File: src/rtl/rd_burst_deser_pkg.sv
// Shared constants for the DDR read-burst deserializer.
package rd_burst_deser_pkg;
    localparam int DDR5_BL       = 16;  // BL16 burst length
    localparam int DEFAULT_WIDTH = 8;   // default DQ beat width
endpackage

File: src/rtl/rd_burst_deser_fifo2.sv
// Two-entry output buffer; accepts a push while full when a pop happens in the same cycle.
module fifo2 #(
    parameter int W = 8
) (
    input  logic         clk,
    input  logic         rst,
    input  logic         in_valid,
    output logic         in_ready,
    input  logic [W-1:0] in_data,
    output logic         out_valid,
    input  logic         out_ready,
    output logic [W-1:0] out_data
);
    logic [1:0]   count_reg;
    logic [W-1:0] head_reg;
    logic [W-1:0] tail_reg;
    logic         push;
    logic         pop;

    assign out_valid = (count_reg != 2'd0);
    assign out_data  = head_reg;
    assign pop       = out_valid && out_ready;
    assign in_ready  = (count_reg != 2'd2) || out_ready;
    assign push      = in_valid && in_ready;

    always_ff @(posedge clk or posedge rst) begin
        if (rst) begin
            count_reg <= 2'd0;
            head_reg  <= '0;
            tail_reg  <= '0;
        end else begin
            case ({push, pop})
                2'b10: begin
                    if (count_reg == 2'd0) head_reg <= in_data;
                    else                   tail_reg <= in_data;
                    count_reg <= count_reg + 2'd1;
                end
                2'b01: begin
                    head_reg  <= tail_reg;
                    count_reg <= count_reg - 2'd1;
                end
                2'b11: begin
                    // Occupancy is unchanged; the new word lands behind whatever remains.
                    if (count_reg == 2'd2) begin
                        head_reg <= tail_reg;
                        tail_reg <= in_data;
                    end else begin
                        head_reg <= in_data;
                    end
                end
                default: ;
            endcase
        end
    end
endmodule

File: src/rtl/rd_burst_deser.sv
// Collects returned DQ beats into full read-burst words, tracks outstanding read credits.
module rd_burst_deser
    import rd_burst_deser_pkg::*;
#(
    parameter int WIDTH   = DEFAULT_WIDTH,
    parameter int BURST   = DDR5_BL,
    parameter int MAX_OUT = 4
) (
    input  logic                   clk,
    input  logic                   rst,
    input  logic                   rd_issue,
    output logic                   issue_ready,
    input  logic                   beat_valid,
    input  logic [WIDTH-1:0]       beat_data,
    output logic                   out_valid,
    input  logic                   out_ready,
    output logic [WIDTH*BURST-1:0] out_data,
    input  logic                   err_clr,
    output logic                   ovf_err,
    output logic                   unexp_err,
    output logic                   issue_err
);
    localparam int CW = $clog2(BURST);
    localparam int OW = $clog2(MAX_OUT + 1);

    logic [CW-1:0]                 beat_cnt;
    logic [OW-1:0]                 outstanding;
    logic [BURST-2:0][WIDTH-1:0]   asm_reg;
    logic [BURST-1:0][WIDTH-1:0]   word;
    logic                          accept_beat;
    logic                          complete;
    logic                          issue_acc;
    logic                          fifo_in_ready;
    logic                          ovf_event;
    logic                          unexp_event;
    logic                          issue_event;

    assign issue_ready = (outstanding < OW'(MAX_OUT));
    assign issue_acc   = rd_issue && issue_ready;
    assign issue_event = rd_issue && !issue_ready;
    assign accept_beat = beat_valid && (outstanding != '0);
    assign unexp_event = beat_valid && (outstanding == '0);
    assign complete    = accept_beat && (beat_cnt == CW'(BURST - 1));
    assign ovf_event   = complete && !fifo_in_ready;

    // The final beat bypasses the assembly register so the word is pushed the cycle it arrives.
    genvar gi;
    generate
        for (gi = 0; gi < BURST - 1; gi++) begin : g_slot
            assign word[gi] = asm_reg[gi];
            always_ff @(posedge clk or posedge rst) begin
                if (rst)
                    asm_reg[gi] <= '0;
                else if (accept_beat && beat_cnt == CW'(gi))
                    asm_reg[gi] <= beat_data;
            end
        end
    endgenerate
    assign word[BURST-1] = beat_data;

    always_ff @(posedge clk or posedge rst) begin
        if (rst) begin
            beat_cnt    <= '0;
            outstanding <= '0;
        end else begin
            if (accept_beat)
                beat_cnt <= complete ? '0 : beat_cnt + CW'(1);
            if (issue_acc && !complete)
                outstanding <= outstanding + OW'(1);
            else if (complete && !issue_acc)
                outstanding <= outstanding - OW'(1);
        end
    end

    // Error events take priority over err_clr in the same cycle.
    always_ff @(posedge clk or posedge rst) begin
        if (rst) begin
            ovf_err   <= 1'b0;
            unexp_err <= 1'b0;
            issue_err <= 1'b0;
        end else begin
            if (ovf_event)    ovf_err   <= 1'b1;
            else if (err_clr) ovf_err   <= 1'b0;
            if (unexp_event)  unexp_err <= 1'b1;
            else if (err_clr) unexp_err <= 1'b0;
            if (issue_event)  issue_err <= 1'b1;
            else if (err_clr) issue_err <= 1'b0;
        end
    end

    fifo2 #(.W(WIDTH * BURST)) u_fifo (
        .clk       (clk),
        .rst       (rst),
        .in_valid  (complete),
        .in_ready  (fifo_in_ready),
        .in_data   (word),
        .out_valid (out_valid),
        .out_ready (out_ready),
        .out_data  (out_data)
    );
endmodule
File: config.mk
export PLATFORM = sky130hd
export DESIGN_NAME = rd_burst_deser
export DESIGN_NICKNAME = d
export VERILOG_FILES = /design/src/rtl/rd_burst_deser_pkg.sv /design/src/rtl/rd_burst_deser_fifo2.sv /design/src/rtl/rd_burst_deser.sv
export SDC_FILE = /design/constraint.sdc
export NUM_CORES = 1
export LEC_CHECK = 0
export BUFFER_PORTS_ARGS = -buffer_cell sky130_fd_sc_hd__buf_4
export CAP_MARGIN = 20
export CORE_ASPECT_RATIO = 0.8
export CORE_UTILIZATION = 55
export DETAILED_ROUTE_END_ITERATION = 8
export PLACE_DENSITY = 0.75
export SYNTH_ARGS = -nofsm -noshare
export SYNTH_HDL_FRONTEND = slang
export SYNTH_SLANG_ARGS = --single-unit
export TNS_END_PERCENT = 100
File: constraint.sdc
create_clock -name clk -period 17 [get_ports clk]
set_input_delay 3.4 -clock clk [delete_from_list [all_inputs] [get_ports clk]]
set_output_delay 3.4 -clock clk [all_outputs]
set_load 0.01 [all_outputs]
# ---- Word-level counts from Yosys, hierarchy flattened
# Index checks and enable logic that the tools add are counted.
dict set report classes {
  add_sub_neg 5
  magnitude_cmp 1
  n_eq_ne 23
  mux 14
  n_reduce_logical 44
}
# operator count
set ops {}
lappend ops {{128-bit two-way mux} 4}
lappend ops {{128-bit case mux with 3 select lines} 1}
lappend ops {{128-bit case mux with 2 select lines} 1}
lappend ops {{4-bit equality test, second input constant} 8}
lappend ops {{1-bit logical AND} 25}
lappend ops {{4-bit by 3-bit equality test with 1-bit output, second input constant} 4}
lappend ops {{2-bit nonzero test} 7}
lappend ops {{4-bit by 2-bit equality test with 1-bit output, second input constant} 2}
lappend ops {{2-bit equality test, second input constant} 3}
lappend ops {{3-bit two-way mux} 2}
lappend ops {{3-bit nonzero test} 2}
lappend ops {{4-bit by 1-bit adder with 4-bit output, second input constant} 1}
lappend ops {{4-bit by 1-bit equality test with 1-bit output, second input constant} 1}
lappend ops {{1-bit zero test} 4}
lappend ops {{4-bit zero test} 1}
lappend ops {{1-bit two-way mux} 4}
lappend ops {{4-bit two-way mux} 1}
lappend ops {{2-bit by 1-bit inequality test with 1-bit output, second input constant} 2}
lappend ops {{2-bit inequality test, second input constant} 2}
lappend ops {{2-bit case mux with 2 select lines} 1}
lappend ops {{3-bit by 1-bit adder with 3-bit output, second input constant} 1}
lappend ops {{3-bit zero test} 1}
lappend ops {{3-bit less-than comparator, second input constant} 1}
lappend ops {{3-bit AND reduction} 1}
lappend ops {{other kinds (7)} 7}
dict set report totals {
  reg_bits 388
  word_cells 110
}

# ---- Depth between registers and ports, before layout
dict set report logic_depth {
  ltp_word 7
  mapped_depth 13
  ltp_nobuf 10
}

# ---- Hierarchy
# From an unflattened synthesis, not the netlist that was laid out.
dict set report hier_totals {
  cells_unflattened 1394
  hier_area_um2 18027.3
}
# module instances cells_each area_per_inst_um2 seq_area_each_um2
set by_module_without_submodules {}
lappend by_module_without_submodules {fifo2 1 1062 12459.4 6456.2}
lappend by_module_without_submodules {rd_burst_deser 1 332 5567.8 3253.1}

# ---- Worst setup path before layout
# No wires, ideal clock.
dict set report synth_timing {
  path_type {input to register}
  start {input beat_valid}
  end {register u_fifo.head_reg[87], in the netlist u_fifo.out_data[87]}
  setup_ps 141
  arrival_time_ps 4988
  required_ps 16859
  slack_ps 11871
  path_stages 12
  n_path_buf 3
  cell_sequence {o31ai_4 -> nor2_2 -> inv_1 -> nor2_1 -> inv_1 -> ha_1 -> and2_1 -> buf_2 -> buf_2 -> clkbuf_1 -> o21ai_0 -> a31oi_1}
}
dict set report synth_via {
  elab_chain_cells 6
  elab_cells_between_ends 10
  classes_between {eq/ne (4); mux (1); reduce/logical (5)}
}
# item line
set synth_rtl {}
lappend synth_rtl {{start: declaration} rd_burst_deser.sv:13} ;# input logic beat_valid,
lappend synth_rtl {{1-bit logical AND *} rd_burst_deser.sv:41} ;# assign accept_beat = beat_valid && (outstanding != '0);
lappend synth_rtl {{1-bit logical AND *} rd_burst_deser.sv:43} ;# assign complete = accept_beat && (beat_cnt == CW'(BURST - 1));
lappend synth_rtl {{1-bit logical AND *} rd_burst_deser_fifo2.sv:24} ;# assign push = in_valid && in_ready;
lappend synth_rtl {{2-bit equality test / 2-bit by 1-bit equality test with 1-bit output (equally long branches)} rd_burst_deser_fifo2.sv:32} ;# case ({push, pop})
lappend synth_rtl {{2-bit by 1-bit inequality test with 1-bit output (no line) / 3-bit nonzero test (equally long branches)} -}
lappend synth_rtl {{2-bit AND reduction (no line)} -}
lappend synth_rtl {{end signal: assignment} rd_burst_deser_fifo2.sv:34} ;# if (count_reg == 2'd0) head_reg <= in_data;
lappend synth_rtl {{end signal: assignment} rd_burst_deser_fifo2.sv:39} ;# head_reg <= tail_reg;
lappend synth_rtl {{end signal: assignment} rd_burst_deser_fifo2.sv:45} ;# head_reg <= tail_reg;
lappend synth_rtl {{end: declaration} rd_burst_deser_fifo2.sv:15} ;# logic [W-1:0] head_reg;
# Every way passes the cells marked *; elsewhere a longest branch is shown, timed or not.
# A chain may end at the register's enable or synchronous reset.

# ---- Worst setup path after layout
dict set report layout_timing {
  start {input beat_valid}
  end {register u_fifo.tail_reg[36]}
}
dict set report layout_via {
  elab_chain_cells 6
  elab_cells_between_ends 10
  classes_between {eq/ne (4); mux (1); reduce/logical (5)}
}
# item line
set layout_rtl {}
lappend layout_rtl {{1-bit logical AND *} rd_burst_deser.sv:41}
lappend layout_rtl {{1-bit logical AND *} rd_burst_deser.sv:43}
lappend layout_rtl {{1-bit logical AND *} rd_burst_deser_fifo2.sv:24}
lappend layout_rtl {{2-bit equality test} rd_burst_deser_fifo2.sv:32}
lappend layout_rtl {{2-bit by 1-bit inequality test with 1-bit output (no line), or another cell as far along} -}
lappend layout_rtl {{3-bit AND reduction (no line)} -}
lappend layout_rtl {{end signal: assignment} rd_burst_deser_fifo2.sv:35} ;# else tail_reg <= in_data;
lappend layout_rtl {{end signal: assignment} rd_burst_deser_fifo2.sv:46} ;# tail_reg <= in_data;
lappend layout_rtl {{end: declaration} rd_burst_deser_fifo2.sv:16} ;# logic [W-1:0] tail_reg;
# Marked as above.

==> flow_metrics.env <==
export IMPL_status="finished, violations left"
export IMPL_violations="DRC"
export IMPL_worst_pin_slew_ns=1.028
export IMPL_final_antenna_net_count=0
export IMPL_synth_compound_area_share_pct=9.856
export IMPL_routed_wl_um=36950
export IMPL_crit_family="buffers and inverters"
export IMPL_worstSetupPathType="primary input to flip-flop"
export IMPL_post_cts_resized=0
export IMPL_grt_max_degree=119
export IMPL_clk_pin_slew_ns=0.06
export IMPL_drtIter0Drc=795
export IMPL_finClkSkew_ns=0.01231
export IMPL_clock_path_buffers=3
export IMPL_dp_cells=1761
export IMPL_antenna_cells=0
export IMPL_fmax_mhz=158.4
export IMPL_via_per_inst=5.818
export IMPL_syn_nets=1350
export IMPL_rsz0062_at_grt="false"
export IMPL_rows=55
export IMPL_utilization_pct=65.29
export IMPL_area_growth_pct=16.01
export IMPL_post_cts_buffers=0
export IMPL_pwr_share_comb_pct=29.9
export IMPL_setup_viol=0
export IMPL_startpoint_type="primary input"
export IMPL_ys_async_sr_fraction_pct=100.0
export IMPL_ff2ff_setup_slack_ns=12.80
export IMPL_p_int_uw=2404
export IMPL_grt_pass1_wl_um=59480
export IMPL_boundaryPins=147
export IMPL_pwr_share_seq_pct=45.2
export IMPL_port_buffers=146
export IMPL_drcViolationCount=18
export IMPL_vias=10650
export IMPL_fin_cells=1831
export IMPL_synthCells=1328
export IMPL_fin_setup_tns_ns=0
export IMPL_overflow=0
export IMPL_start_util_pct=56.28
export IMPL_crit_fanout=71
export IMPL_irDropWorstVdd_v=0.00008051
export IMPL_clockRootBuffer="clkbuf_16"
export IMPL_cts_sinks=388
export IMPL_hp_class="flip-flop to flip-flop"
export IMPL_clkPwrFrac_pct=24.9
export IMPL_min_period_ns=6.314
export IMPL_synth_edf_count=0
export IMPL_yosysSeqAreaShare_pct=60.70
export IMPL_rr_endpoint="u_fifo.tail_reg[36]"
export IMPL_yosysWarnings=0
export IMPL_synth_seq_cells=388
export IMPL_finalCritPeriodShare_pct=37.14
export IMPL_first_pass_iters=7
export IMPL_die_h_um=154.5
export IMPL_max_slew_margin_pct=31.44
export IMPL_hp_start="u_fifo.tail_reg[13]"
export IMPL_critPathRequiredTime_ns=17.41
export IMPL_holdPathStages=1
export IMPL_synth_area_per_cell_um2=12.04
export IMPL_postCtsHoldBufs=0
export IMPL_crit_slowest_cell="buf_4"
export IMPL_coreArea_um2=28420
export IMPL_cp_common_cell="buf_4"
export IMPL_synthMuxAreaShare_pct=17.53
export IMPL_cts_made_buffers=39
export IMPL_min_to="u_fifo.tail_reg[13]"
export IMPL_holdWs_ns=0.4989
export IMPL_fp_dieW_um=192.7
export IMPL_p_per_area_nw_per_um2=191.8
export IMPL_synth_xor_area_share_pct=0.3833
export IMPL_p_leak_uw=0.008476
export IMPL_avgRoutedWirePerCell_um=20.18
export IMPL_synth_main_ff_cell="dfrtp_1"
export IMPL_synthDistinctLibCells=38
export IMPL_reg2reg_from="beat_cnt[0]"
export IMPL_grtUsageTotal_pct=25.72
export IMPL_worstPathCellList="buf_4 > o31ai_4 > nor2_2 > inv_1 > nor2_1 > ha_1 > a31oi_1 > a311oi_4 > buf_4 > buf_4 > mux2_2"
export IMPL_slew_violations=0
export IMPL_crit_buf_inv=4
export IMPL_cp_slowest_stage_delay_ns=0.90
export IMPL_p_sw_share_pct=32.45
export IMPL_tritoncts="done"
export IMPL_hold_viol=0
export IMPL_drive_gt1_share_pct=33.13
export IMPL_clk_latency_ns=0.53
export IMPL_synth_top_family_by_area="multiplexers"
export IMPL_grt_pass1_vias=10730
export IMPL_arrival_ns=6.73
export IMPL_gp_congestion=0.8097
export IMPL_yosys_area_share_adder_pct=0.6727
export IMPL_cts_htree_levels=2
export IMPL_dp_hpwl_um=20830
export IMPL_synth_simple_gate_area_share_pct=7.361
export IMPL_reg2reg_depth=11
export IMPL_die_area_um2=29770
export IMPL_maxCapViolations=0
export IMPL_num_nets_final=1456
export IMPL_antenna_found_initial=0
export IMPL_synth_area_um2=16000
export IMPL_end_kind="flip-flop"
export IMPL_p_sw_uw=1155
==> synth_stat cells (4+ instances only) <==
library cell / count / area share (%)
a31oi_1: 128 / 5.0
buf_1: 4 / 0.094
nor2_2: 6 / 0.23
xnor2_1: 5 / 0.27
o21ai_0: 121 / 3.8
dfrtp_1: 388 / 61
buf_6: 12 / 0.84
nand2_1: 142 / 3.3
mux2_2: 249 / 18
buf_2: 25 / 0.78
inv_1: 10 / 0.23
o21ai_1: 9 / 0.28
nor2_1: 138 / 3.2
ha_1: 7 / 0.55
clkbuf_1: 52 / 1.2
==> power groups by stage <==
stage	Sequential, uW	Clock, uW	Combinational (uW)
2_1_floorplan	1600	0	618
4_1_cts	1610	900	1070
5_1_grt	1660	938	1170
6_report	1610	887	1060
3_3_place_gp	1600	0	1030
3_5_place_dp	1610	0	1060
==> stage by stage <==
stage          area (um^2)  setup slack [ns]  power [uW]
3_3_place_gp         17180             10.28        2625
5_1_grt              18560             10.52        3770
4_1_cts              18510             10.72        3576
2_1_floorplan        16000             2.816        2213
3_5_place_dp         17180             10.20        2674
6_report             18560             10.69        3559
==> placed cells by master, fill, tap and decap left out, drive strengths merged <==
cell	synthesis	final
xor2	2	2
a311oi	1	1
bufinv	0	5
xnor2	5	5
fa	1	1
nor4	1	1
inv	11	11
o31ai	2	2
nand3	2	2
dfrtp	388	388
ha	7	7
nor2	144	144
mux2	249	249
clkbuf	52	57
o21ai	131	131
a21oi	1	1
o211ai	2	2
o41ai	1	1
a31oi	128	128
a22o	3	3
nand2	142	142
nand2b	3	3
nor3	3	3
a31o	1	1
and3	1	1
clkinvlp	0	2
buf	44	161
nor2b	1	1
and2	1	1
o31a	1	1
clkinv	0	4
==> area by class of cell <==
| type | instances | area, um^2 |
|---|---|---|
| sequential | 388 | 9709 |
| inverter | 11 | 48.80 |
| timing repair buffer | 161 | 1241 |
| tap | 370 | 462.9 |
| clock inverter | 11 | 185.2 |
| clock buffer | 57 | 1146 |
| multi-input combinational | 833 | 5763 |
| fill | 2149 | 9864 |
==> logic make-up after synthesis <==
logic type	count (synthesis)
AOI/OAI and AO/OA	271
muxes	249
DFF	388
buffers and inverters	107
adders and majority gates	8
and+or+nand+nor	298
xor gates and xnor gates	7
==> layer usage <==
metal / vias to the layer above / track usage (%) / wire (um)
met5: - / 0 / 0
met4: 0 / 7.424 / 838
met3: 61 / 4.311 / 1882
met2: 288 / 39.97 / 17340
met1: 5447 / 37.43 / 16880
li1: 4856 / - / -
==> how the worst max path moves through the flow <==
stage | start | endpoint | slack [ns] | cells past startpoint
CTS | beat_valid | u_fifo.tail_reg[88] | 10.72 | 11
global route | beat_valid | u_fifo.tail_reg[88] | 10.52 | 11
floorplan | rst | asm_reg[0] | 2.82 | 1
finish | beat_valid | u_fifo.tail_reg[36] | 10.69 | 11
detailed placement | beat_valid | u_fifo.tail_reg[60] | 10.20 | 11
global placement | beat_valid | u_fifo.tail_reg[48] | 10.28 | 11
No activity file was read; power rests on OpenSTA's default activity.
